<file path="config.mk">
export PLATFORM = sky130hd
export DESIGN_NAME = imem_loader_flat
export DESIGN_NICKNAME = d
export VERILOG_FILES = /design/src/rtl/imem_loader_pkg.sv /design/src/rtl/imem_loader_if.sv /design/src/rtl/imem_loader_word_packer.sv /design/src/rtl/imem_loader.sv /design/src/flat_wrapper.sv
export SDC_FILE = /design/constraint.sdc
export NUM_CORES = 1
export LEC_CHECK = 0
export CAP_MARGIN = 20
export CORE_MARGIN = 1
export CORE_UTILIZATION = 45
export CTS_CLUSTER_DIAMETER = 30
export DETAILED_ROUTE_END_ITERATION = 10
export PLACE_DENSITY = 0.73
export SETUP_SLACK_MARGIN = 0.15
export SLEW_MARGIN = 20
export SYNTH_ARGS = -nofsm -noshare
export SYNTH_HDL_FRONTEND = slang
export SYNTH_SLANG_ARGS = --single-unit
</file>
<file path="constraint.sdc">
create_clock -name Clk -period 3.29 [get_ports Clk]
set_clock_uncertainty 0.15 [all_clocks]
set_input_delay 0.658 -clock Clk [delete_from_list [all_inputs] [get_ports Clk]]
set_output_delay 0.658 -clock Clk [all_outputs]
set_load 0.02 [all_outputs]
</file>
<file path="src/rtl/imem_loader_pkg.sv">
// imem_loader shared definitions: state encodings, memory geometry, reset PC.
// Also holds the Start legality rule shared by the loader.
package imem_loader_pkg;

  localparam int IM_DEPTH = 1024;
  localparam int IM_AW    = 10;
  localparam int CNT_W    = 11;
  localparam int SPAN_W   = CNT_W + 1;

  localparam logic [31:0] RESET_PC = 32'h0000_3000;

  typedef enum logic [1:0] {
    imld_idle = 2'd0,
    imld_load = 2'd1,
    imld_done = 2'd2
  } imld_state_t;

  // Extra bit keeps out-of-range Count from wrapping into a legal span.
  function automatic logic start_legal(
    input logic [IM_AW-1:0] base,
    input logic [CNT_W-1:0] count,
    input int               depth
  );
    logic [SPAN_W-1:0] span;
    span = {2'b00, base} + {1'b0, count};
    return (count != '0) && (span <= SPAN_W'(depth));
  endfunction

endpackage

</file>
<file path="src/rtl/imem_loader_if.sv">
// Host-side bundle of the instruction memory loader:
// byte stream in, memory write port and status out.
interface imem_loader_if;
  import imem_loader_pkg::*;

  logic             Start;
  logic [IM_AW-1:0] Base;
  logic [CNT_W-1:0] Count;
  logic             Byte_Valid;
  logic [7:0]       Byte_Data;
  logic             Byte_Ready;
  logic             Im_WE;
  logic [IM_AW-1:0] Im_Addr;
  logic [31:0]      Im_WData;
  logic             Busy;
  logic             Hold_Cpu;
  logic             Done;
  logic             Err;
  logic [31:0]      Checksum;

  modport master (
    output Start, Base, Count, Byte_Valid, Byte_Data,
    input  Byte_Ready, Im_WE, Im_Addr, Im_WData,
    input  Busy, Hold_Cpu, Done, Err, Checksum
  );

  modport slave (
    input  Start, Base, Count, Byte_Valid, Byte_Data,
    output Byte_Ready, Im_WE, Im_Addr, Im_WData,
    output Busy, Hold_Cpu, Done, Err, Checksum
  );

endinterface

</file>
<file path="src/rtl/imem_loader_word_packer.sv">
// Packs four accepted bytes big-endian into one word;
// Word_Valid pulses the cycle after the fourth byte.
module word_packer (
  input  logic        Clk,
  input  logic        Reset,
  input  logic        Take,
  input  logic [7:0]  Byte_Data,
  input  logic        Clear,
  output logic [31:0] Word,
  output logic        Word_Valid
);

  logic [1:0]  cnt_q;
  logic [31:0] sr_q;
  logic        wv_q;

  always_ff @(posedge Clk or negedge Reset) begin
    if (!Reset) begin
      cnt_q <= '0;
      sr_q  <= '0;
      wv_q  <= 1'b0;
    end else if (Clear) begin
      cnt_q <= '0;
      sr_q  <= '0;
      wv_q  <= 1'b0;
    end else begin
      wv_q <= Take && (cnt_q == 2'd3);
      if (Take) begin
        sr_q  <= {sr_q[23:0], Byte_Data};
        cnt_q <= cnt_q + 2'd1;
      end
    end
  end

  assign Word       = sr_q;
  assign Word_Valid = wv_q;

endmodule

</file>
<file path="src/rtl/imem_loader.sv">
// Instruction memory loader: byte stream to word writes at Base..,
// holds the CPU in reset while loading and keeps a running checksum.
module imem_loader
  import imem_loader_pkg::*;
#(
  parameter int IM_DEPTH = imem_loader_pkg::IM_DEPTH
) (
  input logic          Clk,
  input logic          Reset,
  imem_loader_if.slave bus
);

  imld_state_t      state_q, state_d;
  logic [IM_AW-1:0] addr_q;
  logic [CNT_W-1:0] rem_q;
  logic [31:0]      csum_q;
  logic             err_q;

  logic [31:0] word;
  logic        wv;
  logic        take;
  logic        ready;
  logic        accept;
  logic        last;
  logic        in_idle;

  assign in_idle = (state_q == imld_idle);
  assign accept  = in_idle && bus.Start &&
                   start_legal(bus.Base, bus.Count, IM_DEPTH);
  assign last    = wv && (rem_q == CNT_W'(1));

  // A word being written this cycle no longer needs bytes.
  assign ready = (state_q == imld_load) &&
                 (rem_q > {{(CNT_W-1){1'b0}}, wv});
  assign take  = ready && bus.Byte_Valid;

  word_packer u_packer (
    .Clk        (Clk),
    .Reset      (Reset),
    .Take       (take),
    .Byte_Data  (bus.Byte_Data),
    .Clear      (accept),
    .Word       (word),
    .Word_Valid (wv)
  );

  always_comb begin
    state_d = state_q;
    unique case (state_q)
      imld_idle: if (accept) state_d = imld_load;
      imld_load: if (last) state_d = imld_done;
      imld_done: state_d = imld_idle;
      default:   state_d = imld_idle;
    endcase
  end

  always_ff @(posedge Clk or negedge Reset) begin
    if (!Reset) begin
      state_q <= imld_idle;
      addr_q  <= '0;
      rem_q   <= '0;
      csum_q  <= '0;
      err_q   <= 1'b0;
    end else begin
      state_q <= state_d;
      err_q   <= in_idle && bus.Start && !accept;
      if (accept) begin
        addr_q <= bus.Base;
        rem_q  <= bus.Count;
        csum_q <= '0;
      end else if (wv) begin
        csum_q <= csum_q + word;
        rem_q  <= rem_q - CNT_W'(1);
        if (!last) addr_q <= addr_q + IM_AW'(1);
      end
    end
  end

  assign bus.Byte_Ready = ready;
  assign bus.Im_WE      = wv;
  assign bus.Im_Addr    = addr_q;
  assign bus.Im_WData   = word;
  assign bus.Busy       = !in_idle;
  assign bus.Hold_Cpu   = !in_idle;
  assign bus.Done       = (state_q == imld_done);
  assign bus.Err        = err_q;
  assign bus.Checksum   = csum_q;

endmodule
</file>
<file path="src/flat_wrapper.sv">
// flat-port wrapper written by rule: the top's interface ports become plain ports
module imem_loader_flat import imem_loader_pkg::*;
#(
  parameter int IM_DEPTH = imem_loader_pkg::IM_DEPTH
)
  (Clk, Reset, bus_Start, bus_Base, bus_Count, bus_Byte_Valid, bus_Byte_Data, bus_Byte_Ready, bus_Im_WE, bus_Im_Addr, bus_Im_WData, bus_Busy, bus_Hold_Cpu, bus_Done, bus_Err, bus_Checksum);
  imem_loader_if bus_i ();
  input logic Clk;
  input logic Reset;
  input wire logic [$bits(bus_i.Start)-1:0] bus_Start;
  input wire logic [$bits(bus_i.Base)-1:0] bus_Base;
  input wire logic [$bits(bus_i.Count)-1:0] bus_Count;
  input wire logic [$bits(bus_i.Byte_Valid)-1:0] bus_Byte_Valid;
  input wire logic [$bits(bus_i.Byte_Data)-1:0] bus_Byte_Data;
  output wire logic [$bits(bus_i.Byte_Ready)-1:0] bus_Byte_Ready;
  output wire logic [$bits(bus_i.Im_WE)-1:0] bus_Im_WE;
  output wire logic [$bits(bus_i.Im_Addr)-1:0] bus_Im_Addr;
  output wire logic [$bits(bus_i.Im_WData)-1:0] bus_Im_WData;
  output wire logic [$bits(bus_i.Busy)-1:0] bus_Busy;
  output wire logic [$bits(bus_i.Hold_Cpu)-1:0] bus_Hold_Cpu;
  output wire logic [$bits(bus_i.Done)-1:0] bus_Done;
  output wire logic [$bits(bus_i.Err)-1:0] bus_Err;
  output wire logic [$bits(bus_i.Checksum)-1:0] bus_Checksum;
  assign bus_i.Start = bus_Start;
  assign bus_i.Base = bus_Base;
  assign bus_i.Count = bus_Count;
  assign bus_i.Byte_Valid = bus_Byte_Valid;
  assign bus_i.Byte_Data = bus_Byte_Data;
  assign bus_Byte_Ready = bus_i.Byte_Ready;
  assign bus_Im_WE = bus_i.Im_WE;
  assign bus_Im_Addr = bus_i.Im_Addr;
  assign bus_Im_WData = bus_i.Im_WData;
  assign bus_Busy = bus_i.Busy;
  assign bus_Hold_Cpu = bus_i.Hold_Cpu;
  assign bus_Done = bus_i.Done;
  assign bus_Err = bus_i.Err;
  assign bus_Checksum = bus_i.Checksum;
  imem_loader #(.IM_DEPTH(IM_DEPTH)) u_core (.Clk(Clk), .Reset(Reset), .bus(bus_i));
endmodule
</file>
==> results of run 1 <==
[per-layer routing]
layer / track usage / vias up / wire [um]
li1: - / 2748 / -
met1: 0.3324 / 2860 / 8109
met2: 0.4390 / 213 / 9494
met3: 0.04700 / 55 / 929
met4: 0.1034 / 0 / 545
met5: 0 / - / 0
[per-stage QoR]
| step | total power, mW | setup TNS, ns | hold WS [ns] |
|---|---|---|---|
| finish | 8.244 | 0 | 0.1192 |
| global route | 8.741 | -0.6154 | 0.1410 |
| CTS | 7.688 | 0 | 0.1334 |
| detailed placement | 6.410 | -59.02 | 0.3847 |
| global placement | 6.273 | -56.04 | 0.3765 |
| floorplan | 4.773 | -0.4639 | 0.2124 |
[timing repair]
item | in CTS | in global routing
pin swaps | 17 | 21
setup endpoints to repair | 89 | 89
cloned | 3 | 7
setup buffers | 6 | 8
gates resized for setup | 83 | 114
[final cells by class]
cell class              instances  area (um2)  area share
inverters                      11       41.29    0.004527
repair buffers                194        1984      0.2176
well taps                     176       220.2     0.02415
multi-input cells             542        4292      0.4706
flip-flops and latches         91        2278      0.2498
clock inverters                 6       65.06    0.007134
clock buffers                  10       239.0     0.02620
[state kept, by name (all words and copies together), names as in the netlist]
register / flops
u_core.state_q: 2
u_core.bus.Im_Addr: 10
u_core.u_packer.Word: 32
u_core.u_packer.cnt_q: 2
u_core.bus.Err: 1
u_core.u_packer.Word_Valid: 1
u_core.bus.Checksum: 32
u_core.rem_q: 11
[cell families (layout without fill, tap and decap cells)]
group | after synthesis | after routing | synth area share
buf+inv | 38 | 221 | 0.03113
simple gates | 237 | 237 | 0.1730
compound gates | 163 | 163 | 0.1693
mux | 46 | 46 | 0.08062
fa+ha+maj | 48 | 48 | 0.1014
flops | 91 | 91 | 0.3753
xor+xnor | 48 | 48 | 0.06928
[placed cells by master (no fill, tap or decap), types with 6 or more instances in the layout]
cell | synthesis | final
nand3_1 | 13 | 13
nor2_4 | 1 | 24
inv_1 | 11 | 11
a21oi_2 | 0 | 31
nand4_1 | 6 | 6
mux2_4 | 0 | 21
nor2_1 | 65 | 40
dfrtp_1 | 91 | 90
a21oi_1 | 73 | 38
ha_4 | 0 | 10
clkdlybuf4s50_1 | 0 | 92
xnor2_1 | 28 | 28
buf_4 | 6 | 64
o21ai_0 | 19 | 16
nor3_1 | 12 | 11
a21o_1 | 15 | 15
clkbuf_16 | 0 | 15
clkbuf_2 | 0 | 6
dlygate4sd2_1 | 0 | 7
nand2b_1 | 7 | 7
mux2i_1 | 23 | 23
a211oi_2 | 1 | 7
xor2_1 | 20 | 20
nand2_1 | 102 | 102
ha_1 | 46 | 36
[power by group through the flow]
| stage | Clock (mW) | Combinational (mW) | Sequential [mW] |
|---|---|---|---|
| 6_report | 1.06 | 5.02 | 2.16 |
| 5_1_grt | 1.12 | 5.39 | 2.23 |
| 4_1_cts | 1.08 | 4.48 | 2.13 |
| 3_5_place_dp | 0 | 4.27 | 2.14 |
| 3_3_place_gp | 0 | 4.16 | 2.11 |
| 2_1_floorplan | 0 | 2.32 | 2.46 |
[worst max path at each step]
stage,end,slack (ns)
6_report,u_core.bus.Im_Addr[5]$_DFFE_PN0P_,0.001
5_1_grt,u_core.bus.Im_Addr[2]$_DFFE_PN0P_,-0.06
4_1_cts,u_core.bus.Im_Addr[7]$_DFFE_PN0P_,0.04
3_5_place_dp,u_core.bus.Im_Addr[7]$_DFFE_PN0P_,-0.75
3_3_place_gp,u_core.bus.Im_Addr[9]$_DFFE_PN0P_,-0.70
2_1_floorplan,u_core.bus.Im_Addr[1]$_DFFE_PN0P_,-0.03
==> flow_metrics.py, run 1 <==
metrics = {
    "synthesis": {
        "syn_area_um2": 6068,
        "synth_common_cells": "nand2_1, dfrtp_1, a21oi_1",
        "ys.flop_type": "dfrtp_1",
        "syn_nets": 752,
        "ys_top_cells_by_area": "dfrtp_1, ha_1, nand2_1",
        "yosysWarningCount": 0,
        "synth.most_common_cell": "nand2_1",
        "synthCells": 671,
        "synth_top_area_cell": "dfrtp_1",
        "synth_edf_count": 0,
        "ys_types": 57,
        "synth.avg_cell_area_um2": 9.044,
        "ys_async_sr_fraction": 1.000,
        "ys_seq_area_frac": 0.3753,
        "ys_seq_elements": 91,
        "netlist.area_leader.share": 0.3753,
    },
    "finish": {
        "n_antenna_cell": 0,
        "layout.cells.non_filler": 1030,
        "postLayoutCoreUtil": 0.6914,
        "drive_above_1_share": 0.2740,
        "syn_to_final_growth_pct": 50.29,
        "nFillCells": 971,
        "final_area_um2": 9120,
        "layout.nets": 930,
    },
    "setup_path": {
        "cp-end-kind": "flip-flop",
        "critical_path_buf_inv_count": 3,
        "critPathKind": "input pin to flip-flop",
        "cp_max_fo": 7,
        "slowest_stage": "or4_4",
        "cp_num_cells": 12,
        "r2r_end": "u_core.bus.Checksum[24]$_DFFE_PN0P_",
        "r2r_slack_ns": 0.13,
        "critPathArrivalTime_ns": 3.38,
        "startpoint": "bus_Count[3]",
        "r2r_start": "u_core.bus.Checksum[0]$_DFFE_PN0P_",
        "path_delay_family": "simple AND/OR/NAND/NOR gates",
        "worst_setup_path_start_kind": "input pin",
        "slowest_delay_ns": 0.48,
        "crit_required_ns": 3.38,
        "rr_worst_depth": 11,
        "path_cells": "clkdlybuf4s15_1, ha_4, and4_4, or4_4, o22ai_2, o2111ai_2, a221oi_2, nor2_4, nor2_4, buf_12, buf_12, mux2_4",
    },
    "timing": {
        "fmax_mhz": 304.1,
        "hold_violations": 0,
        "fin_ws_ns": 0.001233,
        "max-slew-margin-rel": 0.3522,
        "maxSlewViolCount": 0,
        "finalSetupViolCount": 0,
        "timing.final.crit_share": 0.9996,
        "finalCriticalPeriod_ns": 3.289,
        "max_slew.worst_pin.slew_ns": 0.9629,
        "rsz0062_at_grt": "yes",
    },
    "route": {
        "drtIter0Drc": 330,
        "avgRoutedWirePerCell_um": 18.52,
        "detail-route-antenna-nets": 0,
        "drc_errors": 1,
        "wl_um": 19080,
        "firstDrtPassIters": 8,
        "via_count": 5876,
        "viasPerCell": 5.705,
    },
    "clock_tree": {
        "cts-root-buf": "clkbuf_16",
        "clockBufferDepth": 2,
        "cts_num_sinks": 91,
        "path_clk_slew_ns": 0.07,
        "htreeDepth": 3,
        "clk_latency_ns": 0.36,
        "cts_hold_buf": 0,
        "numCtsBuffers": 9,
        "cts_tree": "built",
    },
    "power_and_ir_drop": {
        "p_seq_frac": 0.263,
        "pwr-share-comb": 0.609,
        "ir_drop_v": 0.0005131,
        "p_int_mw": 4.631,
        "swShare": 0.4383,
        "power_frac_clock": 0.129,
        "p_sw_mw": 3.613,
        "leakage_nw": 3.911,
        "cellPowerDensity_nw_per_um2": 903.9,
    },
    "floorplan": {
        "die_y_um": 118.1,
        "io_pins": 113,
        "start_util": 0.4601,
        "rows": 42,
        "die_x_um": 118.1,
        "core_region_area_um2": 13190,
        "die-area_um2": 13950,
    },
    "global_routing": {
        "grt-ovfl-total": 0,
        "grt_max_degree": 56,
        "antenna_found_initial": 0,
        "grt_pass1_vias": 5729,
        "track_usage": 0.2614,
        "grt_first_pass_wirelength_um": 28980,
    },
    "placement": {
        "dp.cells": 990,
        "pre_cts_slack_ns": -0.7474,
        "io_buffers": 112,
        "gp_congestion": 0.8875,
        "hpwl_um": 12680,
        "placed_area_um2": 7834,
    },
    "worst_hold_path": {
        "hp-class": "input pin to async pin",
    },
    "flow_run": {
        "max_cap_viol_count": 0,
    },
    "outcome": {
        "violations": "DRC",
        "status": "finished, violations left",
    },
}
No activity file was read; power rests on OpenSTA's default activity.
==> inputs of run 2 (changes only) <==
- CORE_MARGIN: 1 -> 2
- CTS_CLUSTER_SIZE: unset -> 12
- GPL_TIMING_DRIVEN: unset -> 0
==> run 2 against run 1 <==
Effect of this change:
- the run ends with setup timing left
- highest routed layer unchanged
- sequential cell count unchanged
- worst hold slack got worse by 0.088 ns
- die area grew 3.4%
- fmax is 3.5% lower
==> flow_metrics.py, run 2 (synthesis results as in run 1) <==
metrics = {
    "finish": {
        "final_cell_mix": "nand2_1, clkdlybuf4s50_1, dfrtp_1",
        "syn_to_final_growth_pct": 43.59,
        "layout.nets": 906,
        "final_common_cell": "nand2_1",
        "nFillCells": 997,
        "layout.cells.non_filler": 1006,
        "final_area_um2": 8713,
        "drive_above_1_share": 0.1976,
        "n_antenna_cell": 0,
    },
    "placement": {
        "dp.cells": 960,
        "io_buffers": 112,
        "placed_area_um2": 7542,
        "gp_congestion": 0.9622,
        "hpwl_um": 12930,
    },
    "clock_tree": {
        "numCtsBuffers": 9,
        "clk_latency_ns": 0.35,
        "htreeDepth": 3,
        "path_clk_slew_ns": 0.06,
        "cts_tree": "built",
        "cts-root-buf": "clkbuf_16",
        "clockBufferDepth": 2,
        "cts_num_sinks": 91,
        "cts_hold_buf": 0,
    },
    "global_routing": {
        "grt_pass1_vias": 5769,
        "grt-ovfl-total": 0,
        "grt_first_pass_wirelength_um": 29480,
        "grt_max_degree": 64,
        "track_usage": 0.2595,
        "antenna_found_initial": 0,
    },
    "setup_path": {
        "crit_required_ns": 3.37,
        "cp_max_fo": 5,
        "slowest_stage": "fa_2",
        "critPathArrivalTime_ns": 3.49,
        "path_cells": "buf_8, ha_4, fa_2, a211oi_4, o21bai_1, a21oi_1, xor2_1, o2111ai_2, a221oi_2, nor2_2, nor2_4, buf_6, buf_6, buf_8, mux2_4",
        "slowest_delay_ns": 0.40,
        "worst_setup_path_start_kind": "input pin",
        "critPathKind": "input pin to flip-flop",
        "cp-end-kind": "flip-flop",
    },
    "timing": {
        "max-slew-margin-rel": 0.4041,
        "timing.final.crit_share": 1.036,
        "hold_slack_ns": 0.03163,
        "finalSetupViolCount": 51,
        "fin_setup_tns_ns": -4.060,
        "finalCriticalPeriod_ns": 3.409,
        "fmax_mhz": 293.3,
        "rsz0062_at_grt": "yes",
        "fin_ws_ns": -0.1192,
        "hold_violations": 0,
        "maxSlewViolCount": 0,
        "max_slew.worst_pin.slew_ns": 0.8939,
    },
    "power_and_ir_drop": {
        "ir_drop_v": 0.0004891,
        "leakage_nw": 3.739,
        "cellPowerDensity_nw_per_um2": 906.6,
        "power_mw": 7.900,
    },
    "worst_hold_path": {
        "hp-class": "input pin to async pin",
    },
    "route": {
        "firstDrtPassIters": 7,
        "drc_errors": 0,
        "viasPerCell": 5.862,
        "drtIter0Drc": 536,
        "wl_um": 18820,
        "avgRoutedWirePerCell_um": 18.71,
        "via_count": 5897,
        "detail-route-antenna-nets": 0,
    },
    "floorplan": {
        "die_x_um": 120.1,
        "core_region_area_um2": 13190,
        "start_util": 0.4601,
        "rows": 42,
        "io_pins": 113,
        "die-area_um2": 14430,
        "die_y_um": 120.1,
    },
    "outcome": {
        "status": "finished, violations left",
        "violations": "setup timing",
    },
    "flow_run": {
        "max_cap_viol_count": 0,
    },
}
==> run 2: cell count changes in the layout (fill, tap and decap cells not counted), moves of 3 or more <==
cell / previous run / this run
a21oi_1: 38 / 46
a21oi_2: 31 / 25
clkinvlp_4: 4 / 1
clkbuf_1: 0 / 14
buf_8: 3 / 8
nor2_4: 24 / 4
buf_4: 64 / 18
clkbuf_16: 15 / 10
nor2_1: 40 / 60
==> run 2: path summary, 6_finish.rpt <==
| kind | depth (start not counted) | end | slack, ns | start |
|---|---|---|---|---|
| max | 15 | u_core.rem_q[5]$_DFFE_PN0P_ | -0.12 | bus_Base[0] |
| min | 1 | u_core.bus.Im_Addr[8]$_DFFE_PN0P_ | 0.03 | Reset |
| max reg2reg | 12 | u_core.bus.Checksum[20]$_DFFE_PN0P_ | 0.07 | u_core.u_packer.Word[0]$_DFFE_PN0P_ |
| min reg2reg | 2 | u_core.u_packer.cnt_q[1]$_DFFE_PN0P_ | 0.42 | u_core.u_packer.cnt_q[1]$_DFFE_PN0P_ |
| max in group asynchronous | 2 | u_core.u_packer.Word[18]$_DFFE_PN0P_ | 2.35 | Reset |
| min in group Clk | 2 | u_core.u_packer.cnt_q[1]$_DFFE_PN0P_ | 0.42 | u_core.u_packer.cnt_q[1]$_DFFE_PN0P_ |
==> run 2: metal layers <==
metal / up-vias / share of wire / track usage
li1: 2708 / - / -
met4: 0 / 0.025 / 0.1051
met2: 250 / 0.49 / 0.4244
met1: 2895 / 0.43 / 0.3444
met5: - / 0 / 0
met3: 44 / 0.063 / 0.03945
==> run 2: final cells by class <==
class | count | area (um2) | area share
buffer | 27 | 237.7 | 0.02728
clock buffer | 10 | 229.0 | 0.02628
clock inverter | 6 | 50.05 | 0.005744
inverter | 11 | 41.29 | 0.004739
multi-input combinational | 542 | 4111 | 0.4719
sequential | 91 | 2278 | 0.2615
tap | 176 | 220.2 | 0.02527
timing repair buffer | 143 | 1545 | 0.1773
==> run 2: worst max-delay path, delay by kind of cell <==
family | cells | cell delay [ns]
adder cells (fa/ha/maj) | 2 | 0.56
buffers and inverters | 4 | 0.45
AND/OR/NAND/NOR | 2 | 0.23
multiplexers | 1 | 0.30
AO/OA/AOI/OAI | 5 | 1.07
XOR/XNOR | 1 | 0.22
==> run 2: power breakdown <==
group / internal (mW) / switching [mW]
Combinational: 2.26 / 2.48
Sequential: 1.59 / 0.571
Clock: 0.522 / 0.479
Total: 4.37 / 3.53
==> run 2: per-stage QoR <==
step,util,setup WS (ns)
after CTS,0.6457,-0.1337
after global placement,0.5696,-1.950
after floorplan,-,-0.02943
after global routing,0.6606,-0.1917
after detailed placement,0.5718,-1.019
final,0.6606,-0.1192
==> run 2: repair_timing <==
action,CTS,global route
gates cloned,5,1
hold endpoints to repair,0,0
buffers inserted,21,3
resized for setup,116,43
pin swaps,18,12
setup endpoints to repair,89,89
